[config.mk]
export PLATFORM = sky130hd
export DESIGN_NAME = mem_port_arbiter
export DESIGN_NICKNAME = d
export VERILOG_FILES = /design/src/rtl/mem_port_arbiter.sv
export SDC_FILE = /design/constraint.sdc
export NUM_CORES = 1
export LEC_CHECK = 0
export BUFFER_PORTS_ARGS = -buffer_cell sky130_fd_sc_hd__buf_2
export CAP_MARGIN = 5
export CORE_AREA = 2 2 204 206
export CTS_CLUSTER_SIZE = 12
export DETAILED_ROUTE_END_ITERATION = 8
export DIE_AREA = 0 0 206 208
export GPL_TIMING_DRIVEN = 0
export SLEW_MARGIN = 20
export SYNTH_ARGS = -nofsm -noshare
export SYNTH_HDL_FRONTEND = slang
export SYNTH_SLANG_ARGS = --single-unit
[constraint.sdc]
create_clock -name clk -period 6.15 [get_ports clk]
set_input_delay 1.23 -clock clk [delete_from_list [all_inputs] [get_ports clk]]
set_output_delay 1.23 -clock clk [all_outputs]
set_load 0.05 [all_outputs]
[src/rtl/mem_port_arbiter.sv]
// mem_port_arbiter: shares one req/gnt/rvalid memory port between instruction fetch (I)
// and load/store (D). One transaction in flight, D-priority with an I starvation bound.
module mem_port_arbiter #(
  parameter int ADDR_W       = 64,
  parameter int DATA_W       = 64,
  parameter int STARVE_LIMIT = 4,
  parameter int TIMEOUT      = 16
) (
  input  logic              clk,
  input  logic              reset,
  input  logic              i_req,
  input  logic [ADDR_W-1:0] i_addr,
  output logic              i_gnt,
  output logic              i_rvalid,
  output logic [DATA_W-1:0] i_rdata,
  output logic              i_err,
  input  logic              d_req,
  input  logic              d_we,
  input  logic [ADDR_W-1:0] d_addr,
  input  logic [DATA_W-1:0] d_wdata,
  output logic              d_gnt,
  output logic              d_rvalid,
  output logic [DATA_W-1:0] d_rdata,
  output logic              d_err,
  output logic              m_req,
  output logic              m_we,
  output logic [ADDR_W-1:0] m_addr,
  output logic [DATA_W-1:0] m_wdata,
  input  logic              m_gnt,
  input  logic              m_rvalid,
  input  logic [DATA_W-1:0] m_rdata,
  output logic              stray_rsp
);

  localparam int SC_W = $clog2(STARVE_LIMIT + 1);
  localparam int TC_W = $clog2(TIMEOUT + 1);
  localparam logic [SC_W-1:0] STARVE_MAX = SC_W'(STARVE_LIMIT);
  localparam logic [SC_W-1:0] SC_ONE     = SC_W'(1);
  localparam logic [TC_W-1:0] TMO_LAST   = TC_W'(TIMEOUT - 1);
  localparam logic [TC_W-1:0] TC_ONE     = TC_W'(1);

  typedef enum logic [1:0] {
    ST_IDLE = 2'd0,
    ST_REQ  = 2'd1,
    ST_WAIT = 2'd2
  } state_t;

  state_t            state_r;
  logic              owner_d_r;
  logic [SC_W-1:0]   starve_cnt_r;
  logic [TC_W-1:0]   tmo_cnt_r;
  logic              grant_d_s;
  logic              grant_i_s;
  logic              wait_done_s;
  logic              rsp_err_s;
  logic [DATA_W-1:0] rsp_data_s;

  // Grant decision: only in IDLE and never while reset is asserted
  always_comb begin
    grant_d_s = 1'b0;
    grant_i_s = 1'b0;
    if (!reset && (state_r == ST_IDLE)) begin
      if (d_req && ((starve_cnt_r < STARVE_MAX) || !i_req)) begin
        grant_d_s = 1'b1;
      end else begin
        grant_i_s = i_req;
      end
    end else begin
      grant_d_s = 1'b0;
      grant_i_s = 1'b0;
    end
  end

  assign d_gnt = grant_d_s;
  assign i_gnt = grant_i_s;

  // Completion of the WAIT phase: a real response wins over a timeout in the same cycle
  always_comb begin
    wait_done_s = (state_r == ST_WAIT) && (m_rvalid || (tmo_cnt_r == TMO_LAST));
    rsp_err_s   = !m_rvalid;
    rsp_data_s  = (m_rvalid && !m_we) ? m_rdata : {DATA_W{1'b0}};
  end

  // Main FSM with registered memory-side and completion outputs
  always_ff @(posedge clk) begin
    if (reset) begin
      state_r      <= ST_IDLE;
      owner_d_r    <= 1'b0;
      starve_cnt_r <= {SC_W{1'b0}};
      tmo_cnt_r    <= {TC_W{1'b0}};
      m_req        <= 1'b0;
      m_we         <= 1'b0;
      m_addr       <= {ADDR_W{1'b0}};
      m_wdata      <= {DATA_W{1'b0}};
      i_rvalid     <= 1'b0;
      i_err        <= 1'b0;
      i_rdata      <= {DATA_W{1'b0}};
      d_rvalid     <= 1'b0;
      d_err        <= 1'b0;
      d_rdata      <= {DATA_W{1'b0}};
      stray_rsp    <= 1'b0;
    end else begin
      i_rvalid <= 1'b0;
      i_err    <= 1'b0;
      d_rvalid <= 1'b0;
      d_err    <= 1'b0;
      if (m_rvalid && (state_r != ST_WAIT)) begin
        stray_rsp <= 1'b1;
      end
      case (state_r)
        ST_IDLE: begin
          if (grant_d_s) begin
            owner_d_r    <= 1'b1;
            m_req        <= 1'b1;
            m_we         <= d_we;
            m_addr       <= d_addr;
            m_wdata      <= d_wdata;
            state_r      <= ST_REQ;
            if (i_req) begin
              starve_cnt_r <= (starve_cnt_r == STARVE_MAX) ? STARVE_MAX : starve_cnt_r + SC_ONE;
            end else begin
              starve_cnt_r <= {SC_W{1'b0}};
            end
          end else if (grant_i_s) begin
            owner_d_r    <= 1'b0;
            m_req        <= 1'b1;
            m_we         <= 1'b0;
            m_addr       <= i_addr;
            m_wdata      <= {DATA_W{1'b0}};
            state_r      <= ST_REQ;
            starve_cnt_r <= {SC_W{1'b0}};
          end
        end
        ST_REQ: begin
          if (m_gnt) begin
            m_req     <= 1'b0;
            tmo_cnt_r <= {TC_W{1'b0}};
            state_r   <= ST_WAIT;
          end
        end
        ST_WAIT: begin
          if (wait_done_s) begin
            if (owner_d_r) begin
              d_rvalid <= 1'b1;
              d_err    <= rsp_err_s;
              d_rdata  <= rsp_data_s;
            end else begin
              i_rvalid <= 1'b1;
              i_err    <= rsp_err_s;
              i_rdata  <= rsp_data_s;
            end
            state_r <= ST_IDLE;
          end else begin
            tmo_cnt_r <= tmo_cnt_r + TC_ONE;
          end
        end
        default: begin
          state_r <= ST_IDLE;
          m_req   <= 1'b0;
        end
      endcase
    end
  end

endmodule

==> Yosys cells after proc, flatten, opt, wreduce, memory -nomap -nowiden <==
Cells that the tools add are included.
{ "word_totals": {"regBits": 274, "latchBits": 0, "ramBits": 0, "rom_bits": 0, "output_inout_bits": 265, "wordCells": 83, "memories": 0} }
{ "op_classes": {"add_sub_neg": 2, "n_mul": 0, "div": 0, "magnitude_cmp": 1, "n_eq_ne": 9, "n_shift": 0, "mux": 30, "bitwise_logic": 3, "reduce_logical": 23} }
{ "op_table": {"columns": ["cell", "n"], "rows": [
  ["2-to-1 mux 64 bit", 5],
  ["AND reduction 3 bit", 5],
  ["2-to-1 mux 1 bit", 12],
  ["2-to-1 mux 3 bit", 4],
  ["2-to-1 mux 5 bit", 2],
  ["one-hot mux 5 bit (2 select lines)", 1],
  ["2-to-1 mux 2 bit", 4],
  ["!= test 2 bit (second input constant)", 4],
  ["OR reduction 4 bit", 2],
  ["one-hot mux 2 bit (3 select lines)", 1],
  ["adder 5 x 1 -> 5 bit (second input constant)", 1],
  ["== test 5 x 4 -> 1 bit (second input constant)", 1],
  ["logical AND 1 bit", 5],
  ["logical NOT 1 bit", 4],
  ["nonzero test 2 bit", 2],
  ["adder 3 x 1 -> 3 bit (second input constant)", 1],
  ["== test 3 bit (second input constant)", 1],
  ["less-than comparator 3 bit (second input constant)", 1],
  ["!= test 3 bit (second input constant)", 1],
  ["NOT 1 bit", 3],
  ["one-hot mux 1 bit (3 select lines)", 1],
  ["OR reduction 3 bit", 1],
  ["== test 2 x 1 -> 1 bit (second input constant)", 1],
  ["== test 2 bit (second input constant)", 1],
  ["other kinds (3)", 4]
]} }

==> Depth between registers and ports, before layout <==
Gate-level depths: netlist of run 1.
{ "logic_depth": {"ltp_word": 8, "depth_mapped": 9, "ltp_nobuf": 6} }

==> Worst setup path after synthesis of run 1 <==
OpenSTA, ideal clock, no wires.
{ "synth_timing": {"path_kind": "input to output", "start": "input reset", "end": "output d_gnt", "t_arrival_ps": 2615, "required_ps": 4920, "setup_slack_ps": 2305, "cell_stages": 4, "path_buffers": 2, "path_cell_list": "or3_4 > buf_2 > clkbuf_1 > nor2_1"} }
{ "synth_via": {"elab_chain_len": 3} }
{ "synth_lines": {"columns": ["element", "line_no", "rtl"], "rows": [
  ["start: declaration", "10", "input logic reset,"],
  ["logical NOT 1 bit", "62", "if (!reset && (state_r == ST_IDLE)) begin"],
  ["logical AND 1 bit", "62", null],
  ["2-to-1 mux 1 bit", "62", null],
  ["end: declaration", "21", "output logic d_gnt,"]
]} }
Every way passes these cells.

==> Final worst setup path of run 1 <==
{ "layout_timing": {"start": "input reset", "end": "output i_gnt"} }
{ "layout_via": {"elab_chain_len": 3} }
{ "layout_lines": {"columns": ["element", "line_no", "rtl"], "rows": [
  ["logical NOT 1 bit", "62", null],
  ["logical AND 1 bit", "62", null],
  ["2-to-1 mux 1 bit", "62", null],
  ["end: declaration", "13", "output logic i_gnt,"]
]} }
Every way passes these cells.

==> metrics.csv, run 1 <==
stage,metric,value,unit
routing,top_layer_used,met5,
power_and_ir_drop,p_per_area,289,mW/mm^2
setup_path,r2r_setup_slack,3380,ps
cells_and_area,layout_common_cells,"buf_2, dfxtp_1, a21oi_1, clkbuf_1, nand3_1",
sta,setup-violations-final,0,
yosys,synth_top_family_by_area,compound AO/OA/AOI/OAI gates,
floorplanning,die_x,206,um
global_routing,grt-ovfl-total,0,
cts,cts_sinks,274,
routing,wl_per_cell,21.8,um
sta,fin_ws,1540,ps
floorplanning,fp-row-count,74,
floorplanning,core,0.0406,sq mm
yosys,synthAdderAreaFrac,0.409,%
yosys,synth_nets,1717,
sta,tns,0,ps
routing,drc,0,
cells_and_area,fill_cells,4239,
setup_path,ff2ff_path_depth,9,
cts,cts.path.max_buffers,3,
place,dp_worst_setup_slack,1490,ps
routing,wl_met3,4220,um
setup_path,startpoint_type,input pin,
floorplanning,die_h,208,um
sta,finalCritPeriodShare,74.9,%
yosys,yosys.area_share.simple,18.0,%
cts,root_buffer,clkbuf_16,
routing,met2_length,27800,um
routing,routed_wl,56200,um
setup_path,cp-endpoint,i_gnt,
setup_path,cp_cell_sequence,buf_2 > clkbuf_1 > nor3_2 > buf_2 > buf_2 > and3_1 > buf_2,
cts,cts_tree,built,
routing,met1_length,22300,um
global_routing,gr-usage-all-layers,24.9,%
setup_path,reg2reg_from,tmo_cnt_r[0]$_SDFFE_PP0P_,
place,port_buffers,527,
cts,cts_setup_buffers,0,
cells_and_area,drive_gt1_share,30.8,%
sta,skew,13.2,ps
setup_path,cpPeakStageDelay,580,ps
setup_path,cp.required,4920,ps
sta,tightest_slew,1050,ps
sta,rsz0062_at_grt,false,
cts,numCtsBuffers,34,
routing,ant_nets,0,
yosys,synthCells,1450,
yosys,synthMuxAreaShare,0.0921,%
cells_and_area,nets,2280,
floorplanning,start_util,30.1,%
sta,hold_viol,0,
place,hpwlAfterDp,43400,um
global_routing,grt_antenna_before_repair,9,
global_routing,grt_max_degree,13,
job,maxCapViolations,0,
yosys,syn_area,0.0122,sq mm
setup_path,worstSetupPathType,in -> out,
setup_path,cp_common_cell,buf_2,
sta,fmax,217,MHz
routing,avgViaCountPerCell,5.56,
routing,dr.pass1.iters,5,
setup_path,path_max_fanout,10,
cells_and_area,fin_util,41.1,%
yosys,yosys_register_bits,274,
routing,initialDrtViolationCount,978,
cts,post_cts_resized,0,
sta,min_period,4610,ps
sta,finalMaxSlewViolations,0,
yosys,yosysWarningCount,0,
cells_and_area,area_growth_syn_to_layout,36.3,%
yosys,synth.distinct_cells,35,
floorplanning,boundaryPins,528,
yosys,syn_avg_cell_area,8.43,sq um
cts,ctsHoldBuffers,0,
setup_path,startpoint,reset,
worst_hold_path,hold_class,reg -> reg,
power_and_ir_drop,cellLeakagePower,6.84,nW
setup_path,crit_arrival,3380,ps
setup_path,timing.rr.end,d_rdata[15]$_SDFFE_PP0P_,
sta,slew_headroom,30.1,%
run_status,status,"complete, no violations",
place,gp_congestion,0.916,
routing,vias,14300,
cts,clock_latency,540,ps
place,placed_cells,2509,
yosys,yosysSeqAreaShare,44.9,%
yosys,synth_xor_area_share,0,%
floorplanning,die_area,0.0428,sq mm
global_routing,grt_pass1_vias,13800,
power_and_ir_drop,ir_drop,202,uV
global_routing,grt_pass1_wl,83100,um
cells_and_area,final_common_cell,buf_2,
yosys,synth-compound-area-share,29.4,%
cts,clk_pin_slew_worst_paths,60,ps
cells_and_area,stdcell_count,2574,
setup_path,cp-end-kind,output port,
cts,htreeDepth,2,
setup_path,slowest_stage,nor3_2,
## metrics by stage
stage	hold slack [ps]	area [sq um]	total power [W]
floorplan	444	12200	0.00249
global placement	453	15500	0.00280
detailed placement	459	15500	0.00281
CTS	467	16700	0.00485
global route	482	16700	0.00499
finish	467	16700	0.00482
## registers in the layout, summed over array words and instances (netlist names), 2 cells and up
signal	flops
d_rdata	64
i_rdata	64
m_addr	64
m_wdata	64
starve_cnt_r	3
state_r	2
tmo_cnt_r	5
## cell type report
cell class                      instances  area (sq um)  share of cell area (%)
Antenna cell                            4          10.0                  0.0601
Buffer                                211           865                    5.19
Clock buffer                           53          1060                    6.34
Clock inverter                          8          70.1                   0.420
Inverter                                7          26.3                   0.158
Multi-Input combinational cell        958          5850                    35.1
Sequential cell                       274          5490                    32.9
Tap cell                              532           666                    3.99
Timing Repair Buffer                  527          2640                    15.8
## synth_stat cells, drive strengths merged
library cell  number  area share (%)
dfxtp            274              45
a21oi            266              11
clkbuf           164             5.0
nand3            135             5.5
o21ai            132             5.4
nand4            128             6.5
o31ai            128             7.9
a311oi            64             4.6
and3b             64             4.6
buf               47             2.0
inv                7            0.21
nor2               7            0.21
nor3               5            0.25
ha                 4            0.41
a211o              3            0.21
or3                3            0.19
a22o               2            0.14
a31o               2            0.14
and3               2            0.10
nand2b             2            0.10
nor2b              2            0.10
or2                2            0.10
a21bo              1           0.082
a21boi             1           0.061
mux2               1           0.092
nand2              1           0.031
nand3b             1           0.061
or3b               1           0.072
or4b               1           0.082
## power breakdown
| part | leakage, nW | switching [W] | internal [W] |
|---|---|---|---|
| registers | 2.23 | 0.0000363 | 0.00184 |
| clock network | 0.551 | 0.000819 | 0.00122 |
| logic | 4.06 | 0.000666 | 0.000235 |
## layer usage
| metal | vias to the layer above | GRT usage, % |
|---|---|---|
| met2 | 671 | 43.8 |
| met3 | 113 | 5.48 |
| met1 | 6842 | 29.6 |
| met4 | 10 | 8.89 |
| met5 | - | 0 |
| li1 | 6682 | - |
## worst min path at each step
stage	from	slack [ps]	endpoint	cells past startpoint
after floorplan	tmo_cnt_r[4]$_SDFFE_PP0P_	440	tmo_cnt_r[4]$_SDFFE_PP0P_	2
after global placement	i_rdata[40]$_SDFFE_PP0P_	450	i_rdata[40]$_SDFFE_PP0P_	2
after detailed placement	i_rdata[4]$_SDFFE_PP0P_	460	i_rdata[4]$_SDFFE_PP0P_	2
after CTS	i_rdata[4]$_SDFFE_PP0P_	470	i_rdata[4]$_SDFFE_PP0P_	2
after global routing	i_rdata[37]$_SDFFE_PP0P_	480	i_rdata[37]$_SDFFE_PP0P_	2
final	i_rdata[59]$_SDFFE_PP0P_	470	i_rdata[59]$_SDFFE_PP0P_	2
## cells by family (layout without fill, tap and decap cells)
group / after synthesis / after routing
and+or+nand+nor: 354 / 354
adders and majority gates: 4 / 4
other: 0 / 4
muxes: 1 / 1
buffers and inverters: 218 / 806
DFF: 274 / 274
AOI/OAI and AO/OA: 599 / 599
## worst max-delay path, delay by kind of cell
kind          cells  cell delay (ps)
buf+inv           5             1370
simple gates      2              770
No activity file was read; power rests on OpenSTA's default activity.
==> run 2, diff against run 1 <==
--- a/config.mk
+++ b/config.mk
@@ -7,10 +7,10 @@
 export LEC_CHECK = 0
 export BUFFER_PORTS_ARGS = -buffer_cell sky130_fd_sc_hd__buf_2
 export CAP_MARGIN = 5
-export CORE_AREA = 2 2 204 206
+export CORE_AREA = 2 2 205 207
 export CTS_CLUSTER_SIZE = 12
 export DETAILED_ROUTE_END_ITERATION = 8
-export DIE_AREA = 0 0 206 208
+export DIE_AREA = 0 0 207 209
 export GPL_TIMING_DRIVEN = 0
 export SLEW_MARGIN = 20
 export SYNTH_ARGS = -nofsm -noshare
==> constraint.sdc (replaced) <==
create_clock -name clk -period 3.85 [get_ports clk]
set_input_delay 0.77 -clock clk [delete_from_list [all_inputs] [get_ports clk]]
set_output_delay 0.77 -clock clk [all_outputs]
set_load 0.05 [all_outputs]
==> run 2 against run 1 <==
Effect of this change: critical path depth unchanged; critical path type unchanged; sequential share of layout area is 0.084 points higher; cell count up 0.23%; largest cell class unchanged.
==> metrics.csv, run 2 (synthesis gave the netlist of run 1 again) <==
stage,metric,value,unit,change
global_routing,grt_antenna_before_repair,11,,+2
power_and_ir_drop,power.sequential.fraction,39.5,%,+0.5 points
global_routing,grt_max_degree,13,,unchanged
cells_and_area,layout_common_cells,"buf_2, dfxtp_1, a21oi_1, clkbuf_1, nand3_1",,
power_and_ir_drop,combPwrFrac,19.0,%,+0.3 points
cts,cts_setup_buffers,0,,unchanged
power_and_ir_drop,switching_share,31.9,%,+0.34 points
power_and_ir_drop,p_int,0.00518,W,+57%
sta,setup-violations-final,0,,unchanged
floorplanning,core,0.0413,sq mm,+1.8%
worst_hold_path,hold_class,reg -> reg,,
power_and_ir_drop,power_frac_clock,41.5,%,-0.8 points
routing,routed_wl,56800,um,+0.95%
sta,min_period,3670,ps,
cts,cts.path.max_buffers,3,,unchanged
routing,initialDrtViolationCount,975,,-0.31%
routing,drc,0,,unchanged
power_and_ir_drop,ir_drop,328,uV,+62%
floorplanning,die_h,209,um,+0.48%
sta,skew,24.1,ps,+10.9 ps
global_routing,grt-ovfl-total,0,,unchanged
cts,clk_pin_slew_worst_paths,60,ps,about the same
power_and_ir_drop,p_per_area,458,mW/mm^2,+58%
routing,ant_nets,0,,unchanged
routing,dr.pass1.iters,6,,+1
global_routing,gr-usage-all-layers,24.8,%,-0.12 points
place,gp_congestion,0.972,,+6.1%
setup_path,crit_arrival,2900,ps,-480 ps
cts,clock_latency,540,ps,about the same
setup_path,path_max_fanout,10,,unchanged
setup_path,cp-end-kind,output port,,
setup_path,slowest_stage,nor3_2,,
floorplanning,boundaryPins,528,,unchanged
sta,rsz0062_at_grt,false,,
sta,fmax,272,MHz,
cts,numCtsBuffers,35,,+2.9%
floorplanning,die_x,207,um,+0.49%
sta,hold_viol,0,,unchanged
sta,fin_ws,178,ps,-1360 ps
sta,holdWs,464,ps,-3.15 ps
setup_path,cpPeakStageDelay,580,ps,about the same
global_routing,grt_pass1_wl,84100,um,+1.1%
sta,finalMaxSlewViolations,0,,unchanged
job,maxCapViolations,0,,unchanged
cts,cts_tree,built,,
place,dp_worst_setup_slack,127,ps,-1370 ps
setup_path,cp_common_cell,buf_2,,
sta,slew_headroom,33.2,%,+3.0 points
power_and_ir_drop,cellLeakagePower,6.82,nW,-0.31%
floorplanning,die_area,0.0433,sq mm,+0.97%
routing,wl_per_cell,22.0,um,+0.71%
routing,avgViaCountPerCell,5.52,,-0.76%
cts,cts_sinks,274,,unchanged
place,port_buffers,527,,unchanged
setup_path,startpoint_type,input pin,,
cells_and_area,drive_gt1_share,30.8,%,about the same
routing,vias,14200,,-0.52%
global_routing,grt_pass1_vias,13800,,+0.16%
sta,tns,0,ps,unchanged
floorplanning,fp-row-count,75,,+1.4%
cells_and_area,nets,2281,,+0.044%
cells_and_area,final_common_cell,buf_2,,
power_and_ir_drop,p_switching,0.00243,W,+59%
cts,ctsHoldBuffers,0,,unchanged
run_status,status,"complete, no violations",,
sta,finalCritPeriodShare,95.4,%,
place,hpwlAfterDp,44400,um,+2.3%
setup_path,cp.required,3080,ps,-1840 ps
floorplanning,start_util,29.6,%,-0.54 points
cts,root_buffer,clkbuf_16,,
setup_path,cp_cell_sequence,buf_2 > clkbuf_1 > nor3_2 > buf_2 > buf_2 > and3_1 > buf_2,,
sta,tightest_slew,1000,ps,-45.7 ps
cts,post_cts_resized,0,,unchanged
cells_and_area,area_growth_syn_to_layout,36.0,%,
setup_path,worstSetupPathType,in -> out,,
cts,htreeDepth,2,,unchanged
[run 2: worst paths after layout]
| kind | slack [ps] | cells past startpoint | from | endpoint |
|---|---|---|---|---|
| max reg2reg | 1150 | 9 | tmo_cnt_r[0]$_SDFFE_PP0P_ | d_rdata[15]$_SDFFE_PP0P_ |
| max | 180 | 7 | reset | i_gnt |
| min reg2reg | 460 | 2 | d_rdata[44]$_SDFFE_PP0P_ | d_rdata[44]$_SDFFE_PP0P_ |
| min | 460 | 2 | d_rdata[44]$_SDFFE_PP0P_ | d_rdata[44]$_SDFFE_PP0P_ |
[run 2: critical path, delay by kind of cell]
kind	cells	cell delay (ps)
simple gates	2	770
buf+inv	5	1350
[run 2: cell type report]
type	instances	area (sq um)
Fill cell	4368	24700
Multi-Input combinational cell	958	5850
Sequential cell	274	5490
Timing Repair Buffer	527	2640
Clock buffer	45	943
Buffer	211	865
Tap cell	539	674
Clock inverter	14	129
Inverter	7	26.3
Antenna cell	5	12.5
[run 2: routing by layer]
layer | routed length [um] | GRT usage [%]
met2 | 28500 | 44.0
met3 | 4160 | 5.47
met5 | 41 | 0
met1 | 22100 | 29.1
met4 | 2040 | 9.61
[run 2: power by group through the flow]
stage                     clock (W)  sequential, W  combinational [W]
after detailed placement          0        0.00306            0.00144
final                       0.00316        0.00300            0.00145
after floorplan                   0        0.00342           0.000555
after CTS                   0.00323        0.00300            0.00144
after global placement            0        0.00306            0.00143
after global routing        0.00334        0.00301            0.00154
[run 2: metrics by stage]
stage | cell area (sq um) | util [%] | cells | power [W]
2_1_floorplan | 12200 | - | 1450 | 0.00397
3_3_place_gp | 15500 | 37.6 | 2516 | 0.00449
3_5_place_dp | 15500 | 37.6 | 2516 | 0.00450
4_1_cts | 16600 | 40.2 | 2575 | 0.00767
5_1_grt | 16600 | 40.2 | 2578 | 0.00789
6_report | 16600 | 40.3 | 2580 | 0.00761
==> run 3, diff against run 2 <==
==> constraint.sdc (replaced) <==
create_clock -name clk -period 3.05 [get_ports clk]
set_input_delay 0.61 -clock clk [delete_from_list [all_inputs] [get_ports clk]]
set_output_delay 0.61 -clock clk [all_outputs]
set_load 0.05 [all_outputs]
==> run 3 against run 2 <==
Effect of this change: setup slack lost 69 ps; via count is essentially flat; power grew 26%; clock power grew 26%; sequential share of layout area shrank 0.062 points; flip-flop and latch count is the same; non-clock buffer count grew 1; critical path type is now reg -> out; largest cell class unchanged.
==> metrics.csv, run 3 (synthesis gave the netlist of run 1 again) <==
stage,metric,value,unit,change
sta,slew_headroom,32.6,%,-0.56 points
routing,ant_nets,0,,unchanged
place,port_buffers,527,,unchanged
sta,skew,23.0,ps,-1.15 ps
cts,cts_tree,built,,
setup_path,ff2ff_path_depth,9,,unchanged
sta,tightest_slew,1010,ps,+8.39 ps
job,maxCapViolations,0,,unchanged
floorplanning,core,0.0413,sq mm,unchanged
cells_and_area,design_area,0.0167,sq mm,+0.19%
setup_path,reg2reg_from,tmo_cnt_r[0]$_SDFFE_PP0P_,,
sta,min_period,2940,ps,
floorplanning,fp-row-count,75,,unchanged
routing,dr.pass1.iters,5,,-1
routing,wl_per_cell,22.0,um,-0.13%
worst_hold_path,holdPathStages,3,,+1
setup_path,cp.required,2440,ps,-640 ps
sta,fmax,340,MHz,
cts,numCtsBuffers,35,,unchanged
floorplanning,die_area,0.0433,sq mm,unchanged
global_routing,grt-ovfl-total,0,,unchanged
cts,ctsHoldBuffers,0,,unchanged
cells_and_area,register_area,0.00549,sq mm,unchanged
setup_path,cp-end-kind,output port,,
worst_hold_path,hold_class,in -> reg,,
global_routing,grt_antenna_before_repair,11,,unchanged
cts,clock_latency,540,ps,about the same
setup_path,path_max_fanout,19,,+9
sta,finalCritPeriodShare,96.4,%,
cells_and_area,multi_input_area,0.00586,sq mm,+0.15%
routing,vias,14200,,+0.021%
routing,drc,0,,unchanged
cts,cts_sinks,274,,unchanged
global_routing,grt_max_degree,20,,+7
cts,cts.path.max_buffers,3,,unchanged
setup_path,startpoint_type,register,,
setup_path,timing.rr.end,d_rdata[15]$_SDFFE_PP0P_,,
cells_and_area,drive_gt1_share,30.9,%,+0.13 points
sta,hold_viol,0,,unchanged
cells_and_area,area_growth_syn_to_layout,36.2,%,
global_routing,grt_pass1_wl,84000,um,-0.11%
floorplanning,die_x,207,um,unchanged
sta,rsz0062_at_grt,false,,
run_status,status,"complete, no violations",,
place,gp_congestion,0.972,,unchanged
place,placed_area,0.0155,sq mm,unchanged
place,hpwlAfterDp,44400,um,unchanged
power_and_ir_drop,p_per_area,577,mW/mm^2,+26%
routing,initialDrtViolationCount,957,,-1.8%
power_and_ir_drop,cellLeakagePower,6.83,nW,+0.15%
cells_and_area,stdcell_count,2581,,+0.039%
routing,routed_wl,56700,um,about the same
sta,setup-violations-final,0,,unchanged
floorplanning,die_h,209,um,unchanged
worst_hold_path,whs_endpoint,m_wdata[6]$_SDFFE_PP0P_,,
floorplanning,boundaryPins,528,,unchanged
place,placed_cells,2516,,unchanged
routing,avgViaCountPerCell,5.52,,about the same
cells_and_area,nets,2282,,+0.044%
setup_path,r2r_setup_slack,350,ps,-800 ps
global_routing,grt_pass1_vias,13800,,-0.029%
cells_and_area,fill_cells,4366,,-0.046%
cells_and_area,layout_common_cells,"buf_2, dfxtp_1, a21oi_1, clkbuf_1, nand3_1",,
floorplanning,start_util,29.6,%,unchanged
cts,root_buffer,clkbuf_16,,
setup_path,worstSetupPathType,reg -> out,,
cts,htreeDepth,2,,unchanged
sta,finalMaxSlewViolations,0,,unchanged
cells_and_area,final_common_cell,buf_2,,
cts,clk_pin_slew_worst_paths,60,ps,about the same
global_routing,gr-usage-all-layers,24.8,%,-0.042 points
power_and_ir_drop,ir_drop,412,uV,+26%
worst_hold_path,hp-start,d_wdata[6],,
setup_path,crit_arrival,2330,ps,-570 ps
[run 3: metrics by stage]
stage	TNS, ps	hold slack, ps	utilization, %	total power (W)	setup WS, ps
after floorplan	0	444	-	0.00501	445
after global placement	-326	454	37.6	0.00567	-310
after detailed placement	-353	456	37.6	0.00568	-353
after CTS	0	291	40.3	0.00969	37.6
after global routing	0	309	40.3	0.00997	54.3
final	0	325	40.3	0.00961	108
[run 3: repair_timing]
item,4_1_cts,5_1_grt
resized for setup,6,0
setup buffers,0,2
endpoints found under the setup margin,2,1
pin swaps,1,1
[run 3: critical path, cell delays in order (launching register included)]
cell and delay (ps):
dfxtp_1 290, buf_2 190, or3_4 460, buf_2 290, nor2_2 280, buf_4 280
[run 3: cell type report]
| type | instances | share of cell area [%] |
|---|---|---|
| timing repair buffer | 529 | 16.0 |
| clock inverter | 14 | 0.774 |
| antenna | 5 | 0.0751 |
| clock buffer | 45 | 5.66 |
| inverter | 7 | 0.158 |
| tap | 539 | 4.05 |
| multi-input combinational | 958 | 35.2 |
| buffer | 210 | 5.21 |
| sequential | 274 | 32.9 |
[run 3: worst max path at each step]
stage,from,endpoint,slack [ps],depth (start not counted)
2_1_floorplan,reset,d_gnt,440,4
3_3_place_gp,reset,i_gnt,-310,7
3_5_place_dp,reset,i_gnt,-350,7
4_1_cts,state_r[1]$_SDFFE_PP0P_,i_gnt,40,6
5_1_grt,state_r[1]$_SDFFE_PP0P_,d_gnt,50,5
6_report,state_r[1]$_SDFFE_PP0P_,d_gnt,110,5
[run 3: power breakdown]
| group | switching (W) | internal (W) |
|---|---|---|
| registers | 0.0000721 | 0.00372 |
| logic | 0.00135 | 0.000481 |
| clock network | 0.00164 | 0.00235 |
[run 3: layer usage]
| metal | track usage [%] | up-vias | share of wire (%) |
|---|---|---|---|
| met5 | 0 | - | 0.093 |
| met4 | 9.75 | 8 | 3.8 |
| met3 | 5.44 | 111 | 7.2 |
| met2 | 43.8 | 650 | 50 |
| met1 | 29.1 | 6782 | 39 |
| li1 | - | 6695 | - |
